`src/rtl/reg_operand_fetch.sv`:
```
// Register-file initiator: writeback issue, two-operand fetch with one-cycle read latency.
// Optional macro REG_OPERAND_FWD_EN forwards matching writebacks into pending operands.
module reg_operand_fetch #(
    parameter int addressBitWidth = 4,
    parameter int dataBitWidth    = 16,
    parameter int memoryDepth     = 16
) (
    input  logic                       clk,
    input  logic                       rst,
    input  logic                       req_valid,
    output logic                       req_ready,
    input  logic [addressBitWidth-1:0] req_rd_addr,
    input  logic [addressBitWidth-1:0] req_rs_addr,
    input  logic                       req_rs_use,
    input  logic                       wb_valid,
    output logic                       wb_ready,
    input  logic [addressBitWidth-1:0] wb_addr,
    input  logic [dataBitWidth-1:0]    wb_data,
    output logic                       rf_rd_en,
    output logic                       rf_rs_en,
    output logic                       rf_wr_en,
    output logic [addressBitWidth-1:0] rf_rd_addr,
    output logic [addressBitWidth-1:0] rf_rs_addr,
    output logic [dataBitWidth-1:0]    rf_wr_data,
    input  logic [dataBitWidth-1:0]    rf_rd_data,
    input  logic [dataBitWidth-1:0]    rf_rs_data,
    input  logic                       rf_valid,
    output logic                       op_valid,
    input  logic                       op_ready,
    output logic [dataBitWidth-1:0]    op_rd_data,
    output logic [dataBitWidth-1:0]    op_rs_data,
    output logic                       op_err
);

    typedef enum logic [1:0] {StIdle, StWait, StHold} state_t;

    localparam logic [31:0] Depth = 32'(memoryDepth);

    state_t                     state_q;
    logic [addressBitWidth-1:0] rd_addr_q;
    logic [addressBitWidth-1:0] rs_addr_q;
    logic                       rs_use_q;

    logic wb_hit_rd;
    logic wb_hit_rs;
    logic wb_allow;
    logic addr_oob;

    assign wb_hit_rd = (wb_addr == rd_addr_q);
    assign wb_hit_rs = rs_use_q && (wb_addr == rs_addr_q);

`ifdef REG_OPERAND_FWD_EN
    assign wb_allow = 1'b1;
`else
    // Hold off writes to a pending operand so it keeps the value read at issue.
    assign wb_allow = ~(wb_hit_rd | wb_hit_rs);
`endif

    // Catches addresses beyond the implemented depth when the address space is wider.
    assign addr_oob = (32'(rd_addr_q) >= Depth) || (rs_use_q && (32'(rs_addr_q) >= Depth));

    always_comb begin
        req_ready  = 1'b0;
        wb_ready   = 1'b0;
        rf_rd_en   = 1'b0;
        rf_rs_en   = 1'b0;
        rf_wr_en   = 1'b0;
        rf_rd_addr = '0;
        rf_rs_addr = '0;
        rf_wr_data = '0;
        unique case (state_q)
            StIdle: begin
                if (wb_valid) begin
                    wb_ready   = 1'b1;
                    rf_wr_en   = 1'b1;
                    rf_rd_addr = wb_addr;
                    rf_wr_data = wb_data;
                end else if (req_valid) begin
                    req_ready  = 1'b1;
                    rf_rd_en   = 1'b1;
                    rf_rs_en   = req_rs_use;
                    rf_rd_addr = req_rd_addr;
                    rf_rs_addr = req_rs_addr;
                end
            end
            StWait, StHold: begin
                if (wb_valid && wb_allow) begin
                    wb_ready   = 1'b1;
                    rf_wr_en   = 1'b1;
                    rf_rd_addr = wb_addr;
                    rf_wr_data = wb_data;
                end
            end
            default: ;
        endcase
    end

    always_ff @(posedge clk or posedge rst) begin
        if (rst) begin
            state_q    <= StIdle;
            rd_addr_q  <= '0;
            rs_addr_q  <= '0;
            rs_use_q   <= 1'b0;
            op_valid   <= 1'b0;
            op_err     <= 1'b0;
            op_rd_data <= '0;
            op_rs_data <= '0;
        end else begin
            unique case (state_q)
                StIdle: begin
                    if (!wb_valid && req_valid) begin
                        rd_addr_q <= req_rd_addr;
                        rs_addr_q <= req_rs_addr;
                        rs_use_q  <= req_rs_use;
                        state_q   <= StWait;
                    end
                end
                StWait: begin
                    op_rd_data <= rf_rd_data;
                    op_rs_data <= rs_use_q ? rf_rs_data : '0;
                    op_err     <= ~rf_valid | addr_oob;
                    op_valid   <= 1'b1;
                    state_q    <= StHold;
`ifdef REG_OPERAND_FWD_EN
                    if (wb_valid && wb_hit_rd) op_rd_data <= wb_data;
                    if (wb_valid && wb_hit_rs) op_rs_data <= wb_data;
`endif
                end
                StHold: begin
                    if (op_ready) begin
                        op_valid <= 1'b0;
                        state_q  <= StIdle;
                    end
`ifdef REG_OPERAND_FWD_EN
                    if (wb_valid && wb_hit_rd) op_rd_data <= wb_data;
                    if (wb_valid && wb_hit_rs) op_rs_data <= wb_data;
`endif
                end
                default: state_q <= StIdle;
            endcase
        end
    end

endmodule

```
`config.mk`:
```
export PLATFORM = sky130hd
export DESIGN_NAME = reg_operand_fetch
export DESIGN_NICKNAME = d
export VERILOG_FILES = /design/src/rtl/reg_operand_fetch.sv
export SDC_FILE = /design/constraint.sdc
export NUM_CORES = 1
export LEC_CHECK = 0
export CORE_MARGIN = 1
export CORE_UTILIZATION = 41
export DETAILED_ROUTE_END_ITERATION = 6
export PLACE_DENSITY = 0.86
export SLEW_MARGIN = 25
export SYNTH_ARGS = -nofsm -noshare
export SYNTH_HDL_FRONTEND = slang
export SYNTH_SLANG_ARGS = --single-unit
```
`constraint.sdc`:
```
create_clock -name clk -period 4.3 [get_ports clk]
set_input_delay 0.43 -clock clk [delete_from_list [all_inputs] [get_ports clk]]
set_output_delay 0.43 -clock clk [all_outputs]
set_load 0.02 [all_outputs]
```
==> After elaboration in Yosys (flattened, before gate mapping) <==
Index checks and enable logic that the tools add are counted.
{ "word_totals": {"word_cells": 52, "regBits": 45, "in_bits": 67, "output_inout_bits": 63} }
{ "op_classes": {"bitwise": 3, "n_reduce_logical": 10, "n_mux": 25, "eq_ne": 6} }
{ "op_table": {"columns": ["operator", "count"], "rows": [
  ["16-bit 2-to-1 mux", 3],
  ["16-bit case mux with 2 select lines", 1],
  ["4-bit 2-to-1 mux", 6],
  ["1-bit 2-to-1 mux", 9],
  ["4-bit == test", 2],
  ["4-bit case mux with 2 select lines", 1],
  ["2-bit case mux with 3 select lines", 1],
  ["2-bit AND reduction", 3],
  ["2-bit 2-to-1 mux", 2],
  ["2-bit != test (second input constant)", 2],
  ["1-bit case mux with 2 select lines", 2],
  ["1-bit logical AND", 3],
  ["2-bit by 1-bit == test with 1-bit output (second input constant)", 1],
  ["2-bit == test (second input constant)", 1],
  ["2-bit zero test", 1],
  ["1-bit NOT", 2],
  ["2-bit nonzero test", 1],
  ["2-bit OR reduction", 1],
  ["1-bit zero test", 1],
  ["1-bit bitwise OR", 1]
]} }

==> Logic depth before layout (Yosys ltp) <==
{ "depth": {"depth_word": 7, "mapped_depth": 8, "ltp_nobuf": 6} }

==> Worst setup path before layout <==
Ideal clock, no wire load.
{ "synth_timing": {"path_type": "input-to-output", "start": "input wb_addr[3]", "end": "output wb_ready", "stages": 6, "path_slack_ps": 2192, "required_time_ps": 3870, "arrival_ps": 1678, "path_buffers": 2, "path_cell_list": "xor2_1 a2111o_1 o211ai_4 buf_12 nand2_2 buf_4"} }
{ "synth_between": {"elab_chain_cells": 7, "elab_cells_between_ends": 8, "cone_classes": "2 x eq/ne; 2 x mux; 2 x bitwise; 2 x reduce/logical"} }
{ "synth_lines": {"columns": ["element", "line_no", "source"], "rows": [
  ["from (decl)", "17", "input logic [addressBitWidth-1:0] wb_addr,"],
  ["4-bit == test", "50", "assign wb_hit_rs = rs_use_q && (wb_addr == rs_addr_q);"],
  ["1-bit logical AND", "50", null],
  ["1-bit bitwise OR *", "56", "assign wb_allow = ~(wb_hit_rd | wb_hit_rs);"],
  ["1-bit NOT *", "56", null],
  ["1-bit logical AND *", "87", "if (wb_valid && wb_allow) begin"],
  ["1-bit 2-to-1 mux *", null, null],
  ["1-bit case mux with 2 select lines *", null, null],
  ["to (decl)", "16", "output logic wb_ready,"]
]} }
Every way passes the cells marked *; elsewhere a longest branch is shown, timed or not.

==> Worst setup path in the final report <==
{ "layout_timing": {"start": "input wb_addr[0]", "end": "output rf_wr_data[12]"} }
{ "layout_between": {"elab_chain_cells": 7, "elab_cells_between_ends": 8, "cone_classes": "2 x eq/ne; 2 x mux; 2 x bitwise; 2 x reduce/logical"} }
{ "layout_lines": {"columns": ["element", "line_no", "source"], "rows": [
  ["4-bit == test", "50", null],
  ["1-bit logical AND", "50", null],
  ["1-bit bitwise OR *", "56", null],
  ["1-bit NOT *", "56", null],
  ["1-bit logical AND *", "87", null],
  ["16-bit 2-to-1 mux *", "87", null],
  ["16-bit case mux with 2 select lines *", "71", "unique case (state_q)"],
  ["to (decl)", "24", "output logic [dataBitWidth-1:0] rf_wr_data,"]
]} }
Marks and branches as above.

==> metrics <==
first-pass GRT wire length=9230 µm; core region area=0.00514 mm²; area occupied by multi-input gates=~930 µm²; Max VDD drop=0.428 mV; largest net degree at the start of global routing=46; highest attainable clock frequency=310 MHz; depth of the most critical reg-to-reg path=6; Worst Hold Launch=rs_addr_q[1]; final hold vios=0; synthesized flop and latch total=between 40 and 50; growth of design area from synthesis to finish=63.8%; total number of vias=between 1500 and 2000; count of buffering cells on the critical path with inverters included=2; clock latency on the worst-skew pair=290 ps; relative slew slack=49.9%; count of boundary I/O pins=130; post-route clock period utilization=75.1%; mean number of vias per cell=4.88; non-filler instance count after layout=409; Die Footprint=~0.0057 mm²; footprint of the flip-flops and latches=0.00113 mm²; total negative setup slack=0 ps; port buffer count=around 130; maximum net fanout on the critical path=17; Pwr per Cell Area=637 mW/mm²; Tightest Hold Check Type=reg -> reg; actual transition at the worst max-transition pin=750 ps; post-DP HPWL=around 4500 µm; number of clock sinks seen by CTS=45; ant diodes=0; CP Class=in -> out; H-tree levels=2; buffer type at the clock tree root=sky130_fd_sc_hd__clkbuf_8; number of setup violations in the final report=0; count of maximum capacitance violations=0; Avg WL per Cell=14.4 µm; Stages on worst setup path=6; outcome=completed; number of detailed-route iterations in the first pass=4; slowest cell on the critical path=sky130_fd_sc_hd__clkdlybuf4s50_1; ordered list of cells on the worst path=clkdlybuf4s50_1, nor2b_2, a2111o_1, o211ai_4, a21boi_0, clkdlybuf4s50_1; Leakage=~1.5 nW; Max Buffers Root-to-Sink=2; Clock Skew=around 2.3 ps; kind of start point of the critical path=input port; number of nets with antenna violations after detailed routing=0; clock slew at reported path FFs=80 ps; required time reported for the critical path endpoint=3870 ps; cell type with the highest occurrence count on the critical path=sky130_fd_sc_hd__clkdlybuf4s50_1; number of fillers in the final layout=roughly 400; number of placed instances with taps included=401; CP arrival=around 2800 ps; Final min period=around 3200 ps; total CTS buffers=5; launching instance or port of the critical path=wb_addr[0]; hold depth=1; cts repair resizes=0; syn_area_per_cell=10.5 µm²; count of distinct cell types in the synthesized netlist=35; initial antenna violation count=0; TritonCTS clock tree=built; placement row count=26; DRT Wirelength=5890 µm; Worst Setup End Kind=output pin; highest cell delay on the worst timing path=just under 600 ps; final weighted congestion of routability-driven global placement=0.832; final slew viol count=0; net total in the final layout=409; DRC violations left=0; RSZ-0062 raised after global routing=false; sum of overflow across all layers after global routing=0; setup bufs post-CTS=0; DRT iter0 DRCs=73; mapped cell area=0.00221 mm²; effective utilization at floorplan=~43%; width of the chip=75.5 µm; Die Span Y=between 70 and 80 µm; quantity of hold-fixing buffers added after cts=0; worst r2r src=state_q[0]; number of warning messages in the yosys log=0; share of post-route cells with drive strength above 1=11.8%; register area share after synthesis=50.9%; post-synth net total=282; number of global-route vias before repair=1999; Worst path top cell family by delay=buffers and inverters; post-synthesis cell count=211; aggregate global-route resource usage=22.0%
cell families after synthesis:
kind of cell / share of synthesized area (%)
fa+ha+maj: 2.26
mux: 8.65
xor+xnor: 1.98
compound gates: 17.6
buf+inv: 7.01
flops: 50.9
simple gates: 11.6
final timing paths:
check / endpoint / slack, ps
setup reg to reg: rs_addr_q[1] / 2170
hold / removal: rs_addr_q[1] / 510
setup / recovery: rf_wr_data[12] / 1070
min in group asynchronous: op_rd_data[13] / 570
max in group asynchronous: op_rs_data[13] / 3360
hold reg to reg: rs_addr_q[1] / 510
flip-flops by register name (all words and copies together), names as in the netlist:
signal,flops
op_err,1
op_rd_data,16
op_rs_data,16
op_valid,1
rd_addr_q,4
rs_addr_q,4
rs_use_q,1
state_q,2
final cells by class:
type / instances / share of cell area (%)
repair buffers: 131 / 36.0
flip-flops and latches: 45 / 31.1
multi-input cells: 132 / 25.7
well taps: 70 / 2.42
inverters: 23 / 2.38
clock buffers: 5 / 1.90
clock inverters: 3 / 0.483
synth_stat cells, drive strengths merged:
master	n	area [µm²]
a21oi	4	20.0
o2111ai	1	8.76
o22ai	1	6.26
mux2	17	191
dfrtp	45	1130
nand3	4	20.0
and2	6	37.5
and3b	1	8.76
a22oi	4	30.0
a21o	5	37.5
a21boi	16	154
nand4	1	6.26
nor2b	2	15.0
nand2	29	111
or2b	1	7.51
nand3b	2	15.0
inv	22	82.6
ha	4	50.1
nor3b	1	7.51
clkbuf	5	18.8
o211ai	1	21.3
nor2	4	15.0
xor2	1	8.76
a2111o	1	11.3
nand2b	2	12.5
buf	6	50.0
clkinv	1	3.75
xnor2	4	35.0
o21ai	20	100
cell usage in the layout, fill, tap and decap left out, types with 5 or more instances in the layout:
master,Yosys,routed
sky130_fd_sc_hd__a21o_1,5,5
sky130_fd_sc_hd__a21boi_0,7,7
sky130_fd_sc_hd__clkbuf_8,0,5
sky130_fd_sc_hd__and2_1,6,6
sky130_fd_sc_hd__nand2_1,28,28
sky130_fd_sc_hd__a21boi_2,9,9
sky130_fd_sc_hd__dfrtp_1,45,45
sky130_fd_sc_hd__clkdlybuf4s50_1,0,129
sky130_fd_sc_hd__o21ai_0,20,20
sky130_fd_sc_hd__mux2_2,17,17
sky130_fd_sc_hd__inv_1,21,20
metal layers:
metal  global-route usage [%]  share of wire, %  vias to the layer above
met4                     7.41               1.1                        0
met5                        0                 0                        -
li1                         -                 -                      950
met3                     10.7                13                        6
met2                     37.1                50                      100
met1                     24.4                36                      938
power by group:
part           switching, mW  total, mW  internal [mW]
Combinational          0.666       1.32          0.651
Sequential             0.121      0.738          0.617
Clock                  0.142      0.254          0.112
Total                  0.928       2.31           1.38
worst reg2reg max path, delay by kind of cell (launching register included):
kind                       cells  cell delay (ps)
AOI/OAI and AO/OA              1              160
DFF                            1              390
and+or+nand+nor                2              720
adders and majority gates      1              240
buffers and inverters          2              510
stage by stage:
| step | area, µm² | hold slack, ps | utilization (%) | total power, mW | worst slack [ps] |
|---|---|---|---|---|---|
| floorplan | 2210 | 455 | - | 1.47 | 2190 |
| global placement | 3540 | 476 | 68.8 | 2.03 | 1140 |
| detailed placement | 3540 | 488 | 68.8 | 2.07 | 1070 |
| CTS | 3620 | 513 | 70.5 | 2.33 | 1060 |
| global route | 3620 | 524 | 70.5 | 2.47 | 843 |
| finish | 3620 | 511 | 70.5 | 2.31 | 1070 |
Power figures use the tool's default switching activity.
